--- src/rtl/recur_sched_if.sv ---
// Scheduler-side bundle: host start/status, frame RAM ports,
// stage enables, executing-frame view and write-back results.
interface recur_sched_if #(
    parameter int ADDR_W = 12
);
    localparam int SW = ADDR_W + 6;

    logic              start;
    logic [31:0]       root_izkl;
    logic              busy;
    logic              done;
    logic              err_ovf;
    logic [ADDR_W:0]   max_sp;

    logic [ADDR_W-1:0] st_addr;
    logic              st_we;
    logic [SW-1:0]     st_wdata;
    logic [SW-1:0]     st_rdata;
    logic [ADDR_W-1:0] ix_addr;
    logic              ix_we;
    logic [31:0]       ix_wdata;
    logic [31:0]       ix_rdata;

    logic [2:0]        en_stage;
    logic [ADDR_W-1:0] cur_addr;
    logic [SW-1:0]     cur_state;
    logic [31:0]       cur_izkl;

    logic              wb_done;
    logic              wb_pos_en;
    logic [4:0]        wb_pos;
    logic              wb_push;
    logic [31:0]       wb_push_izkl;

    modport master (
        input  start, root_izkl, st_rdata, ix_rdata,
        input  wb_done, wb_pos_en, wb_pos, wb_push, wb_push_izkl,
        output busy, done, err_ovf, max_sp,
        output st_addr, st_we, st_wdata, ix_addr, ix_we, ix_wdata,
        output en_stage, cur_addr, cur_state, cur_izkl
    );

    modport slave (
        output start, root_izkl, st_rdata, ix_rdata,
        output wb_done, wb_pos_en, wb_pos, wb_push, wb_push_izkl,
        input  busy, done, err_ovf, max_sp,
        input  st_addr, st_we, st_wdata, ix_addr, ix_we, ix_wdata,
        input  en_stage, cur_addr, cur_state, cur_izkl
    );
endinterface

--- src/rtl/recur_sched.sv ---
// Frame-stack scheduler for the inexact-recursion engine.
// Ports: clk, rst_n (sync, active-low), bus (recur_sched_if.master).
module recur_sched #(
    parameter int                ADDR_W      = 12,
    parameter logic [ADDR_W-1:0] ROOT_PARENT = '1
) (
    input logic           clk,
    input logic           rst_n,
    recur_sched_if.master bus
);
    localparam int              SW      = ADDR_W + 6;
    localparam int              SP_W    = ADDR_W + 1;
    localparam logic [SP_W-1:0] SP_ONE  = SP_W'(1);
    localparam logic [SP_W-1:0] SP_FULL = SP_W'(1 << ADDR_W);
    localparam logic [ADDR_W-1:0] A_ONE = ADDR_W'(1);

    typedef enum logic [3:0] {
        IDLE, INIT, FETCH_RD, FETCH_CHK,
        S1, S2, S3, WR1, WR2, DONE
    } state_t;

    state_t            r_state;
    state_t            w_next;
    logic [SP_W-1:0]   r_sp;
    logic [SP_W-1:0]   r_max_sp;
    logic              r_err_ovf;
    logic [31:0]       r_root;
    logic [ADDR_W-1:0] r_cur_addr;
    logic [SW-1:0]     r_cur_state;
    logic [31:0]       r_cur_izkl;
    logic              r_wb_done;
    logic              r_wb_pos_en;
    logic [4:0]        r_wb_pos;
    logic              r_wb_push;
    logic [31:0]       r_wb_izkl;

    logic [ADDR_W-1:0] w_top;
    logic [SP_W-1:0]   w_sp_inc;
    logic              w_full;

    assign w_top    = r_sp[ADDR_W-1:0] - A_ONE;
    assign w_sp_inc = r_sp + SP_ONE;
    assign w_full   = (r_sp == SP_FULL);

    always_ff @(posedge clk) begin
        if (!rst_n) r_state <= IDLE;
        else        r_state <= w_next;
    end

    always_ff @(posedge clk) begin
        if (!rst_n) begin
            r_sp        <= '0;
            r_max_sp    <= '0;
            r_err_ovf   <= 1'b0;
            r_root      <= '0;
            r_cur_addr  <= '0;
            r_cur_state <= '0;
            r_cur_izkl  <= '0;
            r_wb_done   <= 1'b0;
            r_wb_pos_en <= 1'b0;
            r_wb_pos    <= '0;
            r_wb_push   <= 1'b0;
            r_wb_izkl   <= '0;
        end else begin
            case (r_state)
                IDLE: if (bus.start) begin
                    r_err_ovf <= 1'b0;
                    r_max_sp  <= '0;
                    r_root    <= bus.root_izkl;
                end
                INIT: begin
                    r_sp     <= SP_ONE;
                    r_max_sp <= SP_ONE;
                end
                FETCH_CHK: begin
                    r_cur_addr  <= w_top;
                    r_cur_state <= bus.st_rdata;
                    r_cur_izkl  <= bus.ix_rdata;
                    if (bus.st_rdata[0]) r_sp <= r_sp - SP_ONE;
                end
                S3: begin
                    r_wb_done   <= bus.wb_done;
                    r_wb_pos_en <= bus.wb_pos_en;
                    r_wb_pos    <= bus.wb_pos;
                    r_wb_push   <= bus.wb_push;
                    r_wb_izkl   <= bus.wb_push_izkl;
                end
                WR1: if (r_wb_push && w_full) r_err_ovf <= 1'b1;
                WR2: begin
                    r_sp <= w_sp_inc;
                    if (w_sp_inc > r_max_sp) r_max_sp <= w_sp_inc;
                end
                default: ;
            endcase
        end
    end

    always_comb begin
        w_next = r_state;
        case (r_state)
            IDLE:      if (bus.start) w_next = INIT;
            INIT:      w_next = FETCH_RD;
            FETCH_RD:  w_next = FETCH_CHK;
            FETCH_CHK: begin
                if (!bus.st_rdata[0])  w_next = S1;
                else if (r_sp == SP_ONE) w_next = DONE;
                else                   w_next = FETCH_RD;
            end
            S1:        w_next = S2;
            S2:        w_next = S3;
            S3:        w_next = WR1;
            WR1: begin
                if (!r_wb_push) w_next = FETCH_RD;
                else if (w_full) w_next = DONE;
                else            w_next = WR2;
            end
            WR2:       w_next = FETCH_RD;
            DONE:      w_next = IDLE;
            default:   w_next = IDLE;
        endcase
    end

    always_comb begin
        bus.busy     = (r_state != IDLE) && (r_state != DONE);
        bus.done     = (r_state == DONE);
        bus.st_addr  = '0;
        bus.st_we    = 1'b0;
        bus.st_wdata = '0;
        bus.ix_addr  = '0;
        bus.ix_we    = 1'b0;
        bus.ix_wdata = '0;
        bus.en_stage = 3'b000;
        case (r_state)
            INIT: begin
                bus.st_we    = 1'b1;
                bus.st_wdata = {5'd0, ROOT_PARENT, 1'b0};
                bus.ix_we    = 1'b1;
                bus.ix_wdata = r_root;
            end
            FETCH_RD, FETCH_CHK: begin
                bus.st_addr = w_top;
                bus.ix_addr = w_top;
            end
            S1: bus.en_stage = 3'b001;
            S2: bus.en_stage = 3'b010;
            S3: bus.en_stage = 3'b100;
            WR1: begin
                // Merge: new pos wins, done bit only ever sets.
                bus.st_addr  = r_cur_addr;
                bus.st_we    = r_wb_done | r_wb_pos_en;
                bus.st_wdata = {
                    r_wb_pos_en ? r_wb_pos : r_cur_state[SW-1 -: 5],
                    r_cur_state[ADDR_W:1],
                    r_wb_done | r_cur_state[0]
                };
                bus.ix_addr  = r_sp[ADDR_W-1:0];
                bus.ix_we    = r_wb_push & ~w_full;
                bus.ix_wdata = r_wb_izkl;
            end
            WR2: begin
                bus.st_addr  = r_sp[ADDR_W-1:0];
                bus.st_we    = 1'b1;
                bus.st_wdata = {5'd0, r_cur_addr, 1'b0};
            end
            default: ;
        endcase
    end

    assign bus.err_ovf   = r_err_ovf;
    assign bus.max_sp    = r_max_sp;
    assign bus.cur_addr  = r_cur_addr;
    assign bus.cur_state = r_cur_state;
    assign bus.cur_izkl  = r_cur_izkl;
endmodule

--- src/flat_wrapper.sv ---
// flat-port wrapper written by rule: the top's interface ports become plain ports
module recur_sched_flat 
#(
    parameter int                ADDR_W      = 12,
    parameter logic [ADDR_W-1:0] ROOT_PARENT = '1
)
  (clk, rst_n, bus_start, bus_root_izkl, bus_st_rdata, bus_ix_rdata, bus_wb_done, bus_wb_pos_en, bus_wb_pos, bus_wb_push, bus_wb_push_izkl, bus_busy, bus_done, bus_err_ovf, bus_max_sp, bus_st_addr, bus_st_we, bus_st_wdata, bus_ix_addr, bus_ix_we, bus_ix_wdata, bus_en_stage, bus_cur_addr, bus_cur_state, bus_cur_izkl);
  recur_sched_if #(.ADDR_W(ADDR_W)) bus_i ();
  input logic clk;
  input logic rst_n;
  input wire logic [$bits(bus_i.start)-1:0] bus_start;
  input wire logic [$bits(bus_i.root_izkl)-1:0] bus_root_izkl;
  input wire logic [$bits(bus_i.st_rdata)-1:0] bus_st_rdata;
  input wire logic [$bits(bus_i.ix_rdata)-1:0] bus_ix_rdata;
  input wire logic [$bits(bus_i.wb_done)-1:0] bus_wb_done;
  input wire logic [$bits(bus_i.wb_pos_en)-1:0] bus_wb_pos_en;
  input wire logic [$bits(bus_i.wb_pos)-1:0] bus_wb_pos;
  input wire logic [$bits(bus_i.wb_push)-1:0] bus_wb_push;
  input wire logic [$bits(bus_i.wb_push_izkl)-1:0] bus_wb_push_izkl;
  output wire logic [$bits(bus_i.busy)-1:0] bus_busy;
  output wire logic [$bits(bus_i.done)-1:0] bus_done;
  output wire logic [$bits(bus_i.err_ovf)-1:0] bus_err_ovf;
  output wire logic [$bits(bus_i.max_sp)-1:0] bus_max_sp;
  output wire logic [$bits(bus_i.st_addr)-1:0] bus_st_addr;
  output wire logic [$bits(bus_i.st_we)-1:0] bus_st_we;
  output wire logic [$bits(bus_i.st_wdata)-1:0] bus_st_wdata;
  output wire logic [$bits(bus_i.ix_addr)-1:0] bus_ix_addr;
  output wire logic [$bits(bus_i.ix_we)-1:0] bus_ix_we;
  output wire logic [$bits(bus_i.ix_wdata)-1:0] bus_ix_wdata;
  output wire logic [$bits(bus_i.en_stage)-1:0] bus_en_stage;
  output wire logic [$bits(bus_i.cur_addr)-1:0] bus_cur_addr;
  output wire logic [$bits(bus_i.cur_state)-1:0] bus_cur_state;
  output wire logic [$bits(bus_i.cur_izkl)-1:0] bus_cur_izkl;
  assign bus_i.start = bus_start;
  assign bus_i.root_izkl = bus_root_izkl;
  assign bus_i.st_rdata = bus_st_rdata;
  assign bus_i.ix_rdata = bus_ix_rdata;
  assign bus_i.wb_done = bus_wb_done;
  assign bus_i.wb_pos_en = bus_wb_pos_en;
  assign bus_i.wb_pos = bus_wb_pos;
  assign bus_i.wb_push = bus_wb_push;
  assign bus_i.wb_push_izkl = bus_wb_push_izkl;
  assign bus_busy = bus_i.busy;
  assign bus_done = bus_i.done;
  assign bus_err_ovf = bus_i.err_ovf;
  assign bus_max_sp = bus_i.max_sp;
  assign bus_st_addr = bus_i.st_addr;
  assign bus_st_we = bus_i.st_we;
  assign bus_st_wdata = bus_i.st_wdata;
  assign bus_ix_addr = bus_i.ix_addr;
  assign bus_ix_we = bus_i.ix_we;
  assign bus_ix_wdata = bus_i.ix_wdata;
  assign bus_en_stage = bus_i.en_stage;
  assign bus_cur_addr = bus_i.cur_addr;
  assign bus_cur_state = bus_i.cur_state;
  assign bus_cur_izkl = bus_i.cur_izkl;
  recur_sched #(.ADDR_W(ADDR_W), .ROOT_PARENT(ROOT_PARENT)) u_core (.clk(clk), .rst_n(rst_n), .bus(bus_i));
endmodule
--- config.mk ---
export PLATFORM = sky130hd
export DESIGN_NAME = recur_sched_flat
export DESIGN_NICKNAME = d
export VERILOG_FILES = /design/src/rtl/recur_sched_if.sv /design/src/rtl/recur_sched.sv /design/src/flat_wrapper.sv
export SDC_FILE = /design/constraint.sdc
export NUM_CORES = 1
export LEC_CHECK = 0
export ABC_AREA = 1
export CAP_MARGIN = 5
export CELL_PAD_IN_SITES_DETAIL_PLACEMENT = 0
export CELL_PAD_IN_SITES_GLOBAL_PLACEMENT = 1
export CORE_MARGIN = 3
export CORE_UTILIZATION = 31
export DETAILED_ROUTE_END_ITERATION = 8
export GPL_ROUTABILITY_DRIVEN = 0
export PLACE_DENSITY = 0.87
export SLEW_MARGIN = 10
export SYNTH_ARGS = -nofsm -noshare
export SYNTH_HDL_FRONTEND = slang
export SYNTH_SLANG_ARGS = --single-unit
--- constraint.sdc ---
create_clock -name clk -period 3.45 [get_ports clk]
set_input_delay 0.69 -clock clk [delete_from_list [all_inputs] [get_ports clk]]
set_output_delay 0.69 -clock clk [all_outputs]
set_load 0.01 [all_outputs]
# Word level (Yosys, flattened, before mapping)
# Index checks and enable logic that the tools add are counted.
[totals]
regBits = 165
in_bits = 125
out_inout_bits = 157
elab_cells = 72
[classes]
add_sub_neg = 3
n_lt_le_gt_ge = 1
n_eq_ne = 16
n_mux = 22
n_bitwise = 4
n_reduce_logical = 13
[op_table]
columns = ["cell", "count"]
rows = [
  ["13-bit one-hot mux with 3 select lines", 2],
  ["32-bit one-hot mux with 2 select lines", 1],
  ["18-bit one-hot mux with 3 select lines", 1],
  ["13-bit 2-to-1 mux", 3],
  ["12-bit one-hot mux with 3 select lines", 1],
  ["4-bit one-hot mux with 8 select lines", 1],
  ["12-bit one-hot mux with 2 select lines", 1],
  ["4-bit by 3-bit equality test with 1-bit output, second input constant", 4],
  ["4-bit 2-to-1 mux", 4],
  ["13-bit by 1-bit adder with 13-bit output, second input constant", 1],
  ["13-bit by 1-bit equality test with 1-bit output, second input constant", 1],
  ["13-bit equality test, second input constant", 1],
  ["13-bit > comparator", 1],
  ["13-bit by 1-bit subtractor with 13-bit output, second input constant", 1],
  ["12-bit by 1-bit subtractor with 12-bit output, second input constant", 1],
  ["3-bit one-hot mux with 3 select lines", 1],
  ["4-bit by 2-bit equality test with 1-bit output, second input constant", 2],
  ["4-bit equality test, second input constant", 2],
  ["1-bit one-hot mux with 2 select lines", 3],
  ["3-bit AND reduction", 2],
  ["3-bit nonzero test", 2],
  ["5-bit 2-to-1 mux", 1],
  ["4-bit by 1-bit equality test with 1-bit output, second input constant", 1],
  ["4-bit zero test", 1],
  ["other kinds (12)", 20],
]

# Longest topological paths before layout
[depth]
depth_word = 4
ltp_mapped = 20
depth_no_buf = 19

# Least setup slack after synthesis
# OpenSTA, ideal clock, no wires.
[synth_timing]
kind = "register to register"
start = "reg u_core.r_sp[0]"
end = "reg u_core.r_max_sp[0], in the netlist u_core.bus.max_sp[0]"
setup_time_ns = 0.115
arrival_ns = 2.392
t_required_ns = 3.335
slack_ns = 0.943
path_stages_with_launch = 20
n_path_buf = 1
period_less_slack_ns = 2.507
cell_sequence = "dfxtp_1 -> ha_1 -> nand2_1 -> nor2_4 -> nand2_2 -> nor2_1 -> nand2_1 -> and2_1 -> ha_1 -> nand2_1 -> nand2_1 -> nand2_1 -> nand2_1 -> a21oi_1 -> nand2_1 -> nand2_1 -> nand2_2 -> buf_2 -> a21oi_1 -> nor2_1"
[synth_via]
elab_chain_len = 4
word_cells_on_any_way = 6
cone_classes = "1 x add/sub; 1 x order compare; 1 x eq/ne; 2 x mux; 1 x reduce/logical"
[synth_lines]
columns = ["item", "line_no", "source"]
rows = [
  ["start, declared", "recur_sched.sv:24", "logic [SP_W-1:0] r_sp;"],
  ["start signal, assigned", "recur_sched.sv:79", "if (bus.st_rdata[0]) r_sp <= r_sp - SP_ONE;"],
  ["start signal, assigned", "recur_sched.sv:90", "r_sp <= w_sp_inc;"],
  ["13-bit by 1-bit adder with 13-bit output (*)", "recur_sched.sv:42", "assign w_sp_inc = r_sp + SP_ONE;"],
  ["13-bit > comparator", "recur_sched.sv:91", "if (w_sp_inc > r_max_sp) r_max_sp <= w_sp_inc;"],
  ["2-bit by 1-bit != test with 1-bit output (no line)", "--", ""],
  ["3-bit AND reduction (no line)", "--", ""],
  ["end signal, assigned", "recur_sched.sv:91", ""],
  ["end, declared", "recur_sched.sv:25", "logic [SP_W-1:0] r_max_sp;"],
]
# Mark *: on every way between the ends. The rest lies on a longest branch, timed or not. The select of a mux whose other input is x is not followed.
# A chain may end at the register's enable or synchronous reset.

# Final worst setup path
[layout_timing]
start = "reg u_core.r_state[1]"
end = "out bus_ix_wdata[31]"
[layout_via]
elab_chain_len = 2
word_cells_on_any_way = 3
cone_classes = "2 x eq/ne; 1 x mux"
[layout_lines]
columns = ["item", "line_no", "source"]
rows = [
  ["start, declared", "recur_sched.sv:22", "state_t r_state;"],
  ["start signal, assigned", "recur_sched.sv:47", "else r_state <= w_next;"],
  ["4-bit by 3-bit equality test with 1-bit output / 4-bit by 1-bit equality test with 1-bit output (equally long branches)", "recur_sched.sv:133", "case (r_state)"],
  ["32-bit one-hot mux with 2 select lines (*)", "recur_sched.sv:133", ""],
  ["end, declared", "flat_wrapper.sv:29", "output wire logic [$bits(bus_i.ix_wdata)-1:0] bus_ix_wdata;"],
]
# Mark *: on every way between the ends. The rest lies on a longest branch, timed or not.

==> impl_metrics.yaml <==
sta:
  period_share_pct: 96.1
  fmaxAchievable_mhz: 302
  finClkSkew_ns: 0.0119
  setup_tns_ns: 0
  finalSetupViolations: 0
  finalMaxSlewViolations: 0
  holdWs_ns: 0.449
  slew_headroom_pct: 50.3
  period_minus_slack_ns: 3.31
  worst_pin_slew_ns: 0.745
  rsz0062_at_grt: "false"
  layout_setup_ws_ns: 0.136
  hold_viol: 0
global_route:
  antenna_found_initial: 2
  grt_start_max_net_pins: 120
  grt-ovfl-total: 0
  grt_use_total_pct: 20.7
  grt_pass1_wl_um: 44100
  grt_pass1_vias: 7981
yosys:
  postSynthCellCount: 1122
  synth_area_leaders: "dfxtp_1, o21ai_0, nor2_1"
  ys_seq_area_share_pct: 41.9
  synth_warnings: 0
  synth.distinct_cells: 38
  syn-num-nets: 1264
  yosysTopAreaCellShare_pct: 41.9
  syn-mean-instance-area_um2: 7.03
  ys_ff_latch: 165
  synth_area_leader_cell: "dfxtp_1"
  netlist_area_mm2: 0.00788
clock_tree:
  hold_buffers: 0
  cts_buffer_depth: 2
  htreeDepth: 4
  cts_sinks: 165
  cts.clk_slew.worst_paths_ns: 0.07
  clk_latency_ns: 0.44
  clockRootBuffer: "clkbuf_16"
  cts_made_buffers: 17
  cts_tree: "built"
floorplan:
  ioPinCount: 282
  num_rows: 57
  die_h_um: 165
  fp.coreArea_mm2: 0.0247
  die_area_mm2: 0.0274
  start_util_pct: 31.9
  dieWidth_um: 165
worst_setup_path:
  cp_max_fo: 32
  cp-start-kind: "flip-flop"
  r2r_cells: 18
  cp.required_ns: 2.76
  critPathArrivalTime_ns: 2.62
  cp-end-kind: "primary output"
  path_class: "flip-flop to primary output"
job:
  cap_violations: 0
placement:
  pre_cts_ws_ns: 0.512
  io_buffers: 281
  hpwlAfterDp_um: 20800
power:
  powerDensity_mw_per_mm2: 480
  power_leakage_uw: 0.00466
  ir_worst_vdd_v: 0.000258
finish:
  drive_gt1_share_pct: 6.22
  n_fill_cell: 2556
  final_net_count: 1511
  syn_to_final_growth_pct: 46.2
routing:
  routedWlPerCell_um: 16.9
  antenna_left: 0
  drt_iter0_markers: 529
  wl_um: 28900
  viasPerCell: 4.89
  num_vias: 8356
  drc: 0
  drt_pass1_iterations: 5
run_status:
  outcome: "finished clean"
min_path:
  hold_class: "flip-flop to flip-flop"
  hold_depth: 2
report_power, final:
group	total, uW	switching [uW]	internal, uW
clock network	1940	912	1030
registers	2150	107	2050
logic	1430	770	661
total	5530	1790	3740
critical path, cell delays in order, from the launching register on:
cell	delay (ns)
dfxtp_1	0.33
inv_1	0.18
nand2_1	0.15
nor2_4	0.13
inv_1	0.22
buf_4	0.32
o21ai_0	0.26
clkdlybuf4s50_1	0.58
final cells by class:
class / count / area [um^2] / area share, %
flip-flops and latches: 165 / 3300 / 28.7
multi-input cells: 782 / 3860 / 33.5
clock inverters: 15 / 166 / 1.44
repair buffers: 295 / 2950 / 25.6
diodes: 2 / 5.00 / 0.0434
well taps: 324 / 405 / 3.52
inverters: 108 / 409 / 3.55
clock buffers: 17 / 425 / 3.69
synth_stat cells:
cell	instances
a31oi_1	8
nor2_1	218
nand3b_1	2
or2_1	2
nand2_1	159
nor2_8	1
nor3_1	8
o21ai_1	7
nand3_2	1
o21a_1	1
buf_6	7
inv_2	8
inv_1	98
nor3_2	3
clkinv_1	1
nand4_1	5
o221ai_1	7
nor2_4	4
buf_2	20
clkbuf_1	39
buf_4	1
a21oi_1	70
o21ai_0	175
nor3_4	1
and2_1	2
nand2_4	2
o21ai_2	1
or2_2	2
a211oi_2	1
dfxtp_1	165
a221o_1	5
nor2_2	4
o211ai_1	12
xor2_1	13
nand2_2	6
inv_4	1
ha_1	17
nand3_1	45
placed cells by master (no fill, tap or decap), types with 3 or more instances in the layout:
| cell | n |
|---|---|
| inv_1 | 96 |
| o221ai_1 | 7 |
| nand2_2 | 6 |
| nor2_1 | 217 |
| dfxtp_1 | 165 |
| clkinvlp_4 | 4 |
| nand2_1 | 159 |
| inv_2 | 9 |
| ha_1 | 17 |
| nor3_1 | 8 |
| inv_6 | 4 |
| o211ai_1 | 12 |
| o21ai_0 | 175 |
| a31oi_1 | 8 |
| nand4_1 | 5 |
| clkbuf_16 | 17 |
| clkdlybuf4s50_1 | 278 |
| nand3_1 | 44 |
| nor2_2 | 4 |
| inv_8 | 3 |
| a21oi_1 | 70 |
| a221o_1 | 5 |
| nor2_4 | 5 |
| buf_4 | 12 |
| o21ai_1 | 7 |
| xor2_1 | 13 |
worst paths after layout:
check / start / to / slack [ns]
hold reg to reg: u_core.r_root[23] / u_core.r_root[23] / 0.45
setup / recovery: u_core.r_state[1] / bus_ix_wdata[31] / 0.14
setup reg to reg: u_core.r_sp[0] / u_core.bus.max_sp[0] / 0.52
hold / removal: u_core.r_root[23] / u_core.r_root[23] / 0.45
flip-flops by register name, indices dropped and copies added, names as in the netlist:
signal                flops
u_core.bus.cur_addr      12
u_core.bus.cur_izkl      32
u_core.bus.cur_state     18
u_core.bus.err_ovf        1
u_core.bus.max_sp        13
u_core.r_root            32
u_core.r_sp              13
u_core.r_state            4
u_core.r_wb_done          1
u_core.r_wb_izkl         32
u_core.r_wb_pos           5
u_core.r_wb_pos_en        1
u_core.r_wb_push          1
metal layers:
metal | vias up | global-route usage [%] | wire [um]
met5 | - | 0 | 13
met4 | 2 | 7.49 | 750
met3 | 47 | 5.16 | 2160
met2 | 313 | 32.8 | 13600
met1 | 3842 | 27.2 | 12400
li1 | 4152 | - | -
kinds of logic (layout without fill, tap and decap cells):
kind of cell,Yosys count,count (layout),synth area share (%)
and+or+nand+nor,465,465,25.0
adders and majority gates,17,17,2.70
other,0,2,0
DFF,165,165,41.9
xor gates and xnor gates,13,13,1.44
buffers and inverters,175,435,9.40
AOI/OAI and AO/OA,287,287,19.6
per-stage QoR:
| step | instances | cell area (um^2) | util, % | power (uW) |
|---|---|---|---|---|
| floorplan | 1122 | 7880 | - | 2970 |
| global placement | 1672 | 10900 | 44.1 | 3600 |
| detailed placement | 1672 | 10900 | 44.1 | 3620 |
| CTS | 1704 | 11500 | 46.5 | 5550 |
| global route | 1707 | 11500 | 46.7 | 5810 |
| finish | 1708 | 11500 | 46.7 | 5530 |
timing repair:
action                                  CTS  global route
buffers inserted                          0             2
endpoints found under the setup margin    0             9
gates resized for setup                   0             8
endpoints found under the hold margin     0             0
No activity file was read; power rests on OpenSTA's default activity.
==> edit 1, RTL diff (config.mk and constraints unchanged) <==
`ADDR_W` is set to 12 in 3 places; all go to 13.
--- a/src/rtl/recur_sched_if.sv
+++ b/src/rtl/recur_sched_if.sv
@@ -3,3 +3,3 @@
 interface recur_sched_if #(
-    parameter int ADDR_W = 12
+    parameter int ADDR_W = 13
 );
--- a/src/rtl/recur_sched.sv
+++ b/src/rtl/recur_sched.sv
@@ -3,3 +3,3 @@
 module recur_sched #(
-    parameter int                ADDR_W      = 12,
+    parameter int                ADDR_W      = 13,
     parameter logic [ADDR_W-1:0] ROOT_PARENT = '1
--- a/src/flat_wrapper.sv
+++ b/src/flat_wrapper.sv
@@ -3,3 +3,3 @@
 #(
-    parameter int                ADDR_W      = 12,
+    parameter int                ADDR_W      = 13,
     parameter logic [ADDR_W-1:0] ROOT_PARENT = '1
Interface: changed (7 resized); port bits go from 282 to 289. No check against the original RTL was run, so the function may have changed too.
==> edit 1 against the unedited design <==
First-iteration DRC count rose by 34%; critical path type unchanged; area after synthesis rose by 3.9%; die area rose by 3.7%; design area rose by 3.4%; fmax rose by 0.49%; largest cell class unchanged; core utilization fell by 0.069 points; worst setup slack improved by 0.016 ns; register-to-register slack barely moved; sequential power rose by 6%; sequential share of layout area fell by 0.22 points; clock skew rose by 0.0071 ns; sequential cell count rose by 4; total power rose by 9.6%; routed wire length rose by 3.6%.
==> edit 1: results (changes against the unedited design) <==
| Metric | Value |
|---|---|
| Run status | `finished clean` |
| Via count | `8,663 (+3.7%)` |
| Number of different library cells in the post-synthesis netlist | `38 (unchanged)` |
| Number of port buffers | `288 (+2.5%)` |
| Total half-perimeter wirelength after legalization and detailed placement | `21,600 microns (+3.7%)` |
| Startpoint of the lowest-slack register-to-register path | `u_core.r_sp[5]` |
| Clock input transition at the sequential cells of the worst setup and hold paths | `0.08 ns` |
| Largest cells by area after synthesis | `sky130_fd_sc_hd__dfxtp_1, sky130_fd_sc_hd__o21ai_0, sky130_fd_sc_hd__nor2_1, sky130_fd_sc_hd__nand2_1, sky130_fd_sc_hd__inv_1` |
| Seq/Total Area, Yosys | `41.3% (-0.58 points)` |
| Crit path to | `bus_st_addr[6]` |
| Data arrival time of the worst path | `2.61 ns (about the same)` |
| Depth of the most critical reg-to-reg path | `16 (-2)` |
| Slew of the pin with the lowest slew margin | `0.776 ns (+0.0312 ns)` |
| Maximum number of pins on one net before global-route repair | `74 (-38%)` |
| Global-route wire length before repair | `45,600 microns (+3.4%)` |
| Fillers | `2,593 (+1.4%)` |
| Leading post-synthesis cells by instance count | `sky130_fd_sc_hd__nor2_1, sky130_fd_sc_hd__o21ai_0, sky130_fd_sc_hd__nand2_1` |
| Maximum fanout encountered on the critical timing path | `6 (-81%)` |
| Initial antenna violation count | `1 (-1)` |
| Worst Setup Slack post-DPL | `0.221 ns (-0.291 ns)` |
| Fraction of final layout cells sized beyond drive strength 1 | `6.66% (+0.43 points)` |
| Post-DP Area | `11,200 sq um (+3.3%)` |
| R2r endpoint | `u_core.bus.max_sp[12]` |
| Post-Syn Nets | `1,321 (+4.5%)` |
| Startpoint of the most critical setup path | `u_core.r_sp[1]` |
| Final critical path time including I/O delays and setup | `3.30 ns (-0.0161 ns)` |
| Worst Skew | `0.0190 ns (+0.00708 ns)` |
| Post-DR wirelength/cell | `16.9 microns (-0.14%)` |
| Total leakage power | `4.75 nW (+1.9%)` |
| Global-route usage over all layers | `20.1% (-0.53 points)` |
| Number of antenna repair diodes | `0 (-2)` |
[edit 1: worst min path at each step]
stage	startpoint	to	slack [ns]	cells after the start
6_report	u_core.r_root[20]	u_core.r_root[20]	0.45	2
5_1_grt	u_core.r_root[2]	u_core.r_root[2]	0.47	2
4_1_cts	u_core.r_root[20]	u_core.r_root[20]	0.45	2
3_5_place_dp	u_core.r_root[14]	u_core.r_root[14]	0.44	2
3_3_place_gp	u_core.r_root[8]	u_core.r_root[8]	0.43	2
2_1_floorplan	u_core.r_root[10]	u_core.r_root[10]	0.42	2
[edit 1: metrics by stage]
stage | instances | total power, W
2_1_floorplan | 1177 | 0.00328
3_3_place_gp | 1736 | 0.00407
3_5_place_dp | 1736 | 0.00409
4_1_cts | 1767 | 0.00610
5_1_grt | 1772 | 0.00640
6_report | 1772 | 0.00606
[edit 1: timing repair]
action,CTS,global route
resized for setup,6,6
setup buffers,0,4
cloned,0,1
endpoints found under the hold margin,0,0
endpoints found under the setup margin,8,7
pin swaps,0,1
[edit 1: final cells by class]
cell class | count | area share [%]
clock inverters | 13 | 1.32
well taps | 330 | 3.47
clock buffers | 18 | 3.69
flip-flops and latches | 169 | 28.5
repair buffers | 305 | 25.4
inverters | 119 | 3.79
multi-input cells | 818 | 33.9
[edit 1: cell families after synthesis]
| kind of cell | share of synthesized area, % |
|---|---|
| and+or+nand+nor | 25.5 |
| AOI/OAI and AO/OA | 19.6 |
| buffers and inverters | 9.69 |
| DFF | 41.3 |
| adders and majority gates | 2.75 |
| xor gates and xnor gates | 1.05 |
[edit 1: routing by layer]
metal	GRT usage (%)	up-vias	wire length (microns)	share of wire [%]
li1	-	4337	-	-
met1	25.9	3997	13200	44
met2	32.6	277	14000	47
met3	5.49	50	1860	6.2
met4	7.01	2	850	2.8
met5	0	-	13	0.043
[edit 1: report_power, final]
group,switching [W],internal (W)
clock network,0.000893,0.00111
registers,0.000147,0.00213
logic,0.000969,0.000814
[edit 1: worst max-delay path, stage by stage, from the launching register on]
cell,delay (ns)
sky130_fd_sc_hd__dfxtp_1,0.36
sky130_fd_sc_hd__inv_2,0.14
sky130_fd_sc_hd__ha_1,0.20
sky130_fd_sc_hd__nand2_1,0.13
sky130_fd_sc_hd__inv_1,0.13
sky130_fd_sc_hd__nand2_1,0.07
sky130_fd_sc_hd__xor2_1,0.15
sky130_fd_sc_hd__or2_2,0.29
sky130_fd_sc_hd__o221ai_1,0.11
sky130_fd_sc_hd__clkdlybuf4s50_1,0.60
==> edit 2, RTL diff (config.mk and constraints unchanged) <==
Made on the original files. Re-encode `state_t` (10 states) as one-hot, 10 bits wide.
--- a/src/rtl/recur_sched.sv
+++ b/src/rtl/recur_sched.sv
@@ -16,5 +16,5 @@
 
-    typedef enum logic [3:0] {
-        IDLE, INIT, FETCH_RD, FETCH_CHK,
-        S1, S2, S3, WR1, WR2, DONE
+    typedef enum logic [9:0] {
+        IDLE = 10'b0000000001, INIT = 10'b0000000010, FETCH_RD = 10'b0000000100, FETCH_CHK = 10'b0000001000,
+        S1 = 10'b0000010000, S2 = 10'b0000100000, S3 = 10'b0001000000, WR1 = 10'b0010000000, WR2 = 10'b0100000000, DONE = 10'b1000000000
     } state_t;
Function: no difference found for any inputs over 4 cycles, from zero or initial values and one cycle with rst_n low; so few cycles prove little.
==> edit 2 against the unedited design <==
Total power down 15%; area after synthesis up 3.4%; design area up 1.8%; largest power group unchanged; routed wire length up 1.9%; non-clock buffer count down 1; sequential cell count up 6; worst setup slack better by 0.027 ns; critical path depth up 2; first-iteration DRC count up 29%.
==> edit 2: results (changes against the unedited design) <==
| Metric | Value |
|---|---|
| Post-Syn Nets | `1,327 (+5.0%)` |
| Slew of the pin with the lowest slew margin | `1.01 ns (+0.265 ns)` |
| Highest routed metal layer | `met4` |
| Storage element area | `3420 sq um (+3.7%)` |
| Seq/Total Area, Yosys | `42.0% (+0.097 points)` |
| Global-route wire length before repair | `45,600 microns (+3.4%)` |
| Run status | `finished clean` |
| Maximum vdd drop | `252 uV (-2.0%)` |
| Met1 demand-to-capacity share in global routing | `26.4% (-0.89 points)` |
| Gate Count Post-Synth | `1,185 (+5.6%)` |
| Maximum number of pins on one net before global-route repair | `153 (+28%)` |
| Number of different library cells in the post-synthesis netlist | `35 (-7.9%)` |
| Vias/cell | `4.87 (-0.44%)` |
| Largest incremental delay on the critical path | `0.61 ns (+0.03 ns)` |
| Post-DR wirelength/cell | `16.7 microns (-1.6%)` |
| Number of nets in the layout | `1,568 (+3.8%)` |
| Largest cells by area after synthesis | `sky130_fd_sc_hd__dfxtp_1, sky130_fd_sc_hd__nor2_1, sky130_fd_sc_hd__o21ai_0, sky130_fd_sc_hd__nand2_1, sky130_fd_sc_hd__inv_1` |
| Met3 layer wire length in the routed design | `2060 microns (-4.6%)` |
| Met2 wire length | `13,600 microns (+0.24%)` |
| Post-DP Area | `11,100 sq um (+2.3%)` |
| Data arrival time of the worst path | `2.60 ns (-0.02 ns)` |
| Placed cell count | `1,737 (+3.9%)` |
| Leading post-synthesis cells by instance count | `sky130_fd_sc_hd__nor2_1, sky130_fd_sc_hd__nand2_1, sky130_fd_sc_hd__dfxtp_1` |
| Fillers | `2,591 (+1.4%)` |
| Number of DRC markers after the initial detailed-route iteration | `681 (+29%)` |
| Number of global-route vias before repair | `8,256 (+3.4%)` |
| Worst Skew | `0.0200 ns (+0.00801 ns)` |
==> edit 2: path summary, 6_finish.rpt <==
path / slack, ns / depth (start not counted) / start / end
worst max-delay path: 0.16 / 9 / u_core.r_state[3] / bus_st_wdata[1]
worst min-delay path: 0.45 / 2 / u_core.r_root[15] / u_core.r_root[15]
worst max register to register: 0.57 / 16 / u_core.r_sp[6] / u_core.bus.max_sp[2]
worst min register to register: 0.45 / 2 / u_core.r_root[15] / u_core.r_root[15]
==> edit 2: cells by family (layout without fill, tap and decap cells) <==
group           after synthesis  after routing  synth area share, %
flops                       171            171                 42.0
compound gates              287            287                 18.6
fa+ha+maj                    17             17                 2.61
other cells                   0              1                    0
simple gates                505            505                 25.4
xor+xnor                     13             13                 1.40
buf+inv                     192            445                 10.0
==> edit 2: timing repair <==
item                                    in CTS  in global routing
endpoints found under the setup margin       5                 14
gates resized for setup                      1                  3
endpoints found under the hold margin        0                  0
setup buffers                                0                  0
==> edit 2: tightest hold or removal path: cells and delay by family (launching register included) <==
| family | cells | cell delay, ns |
|---|---|---|
| compound gates | 1 | 0.05 |
| flops | 1 | 0.30 |
| buf+inv | 1 | 0.05 |
==> edit 2: area by class of cell <==
type / instances / share of cell area (%)
Multi-Input combinational cell: 822 / 33.5
Sequential cell: 171 / 29.2
Clock inverter: 14 / 1.25
Clock buffer: 17 / 3.63
Inverter: 120 / 3.86
Antenna cell: 1 / 0.0213
Timing Repair Buffer: 294 / 25.0
Tap cell: 330 / 3.52
==> edit 2: power by group <==
| group | switching [W] | internal [W] | total [W] |
|---|---|---|---|
| clock network | 0.000930 | 0.000966 | 0.00190 |
| logic | 0.000386 | 0.000343 | 0.000729 |
| registers | 0.0000452 | 0.00205 | 0.00210 |
| total | 0.00136 | 0.00336 | 0.00472 |
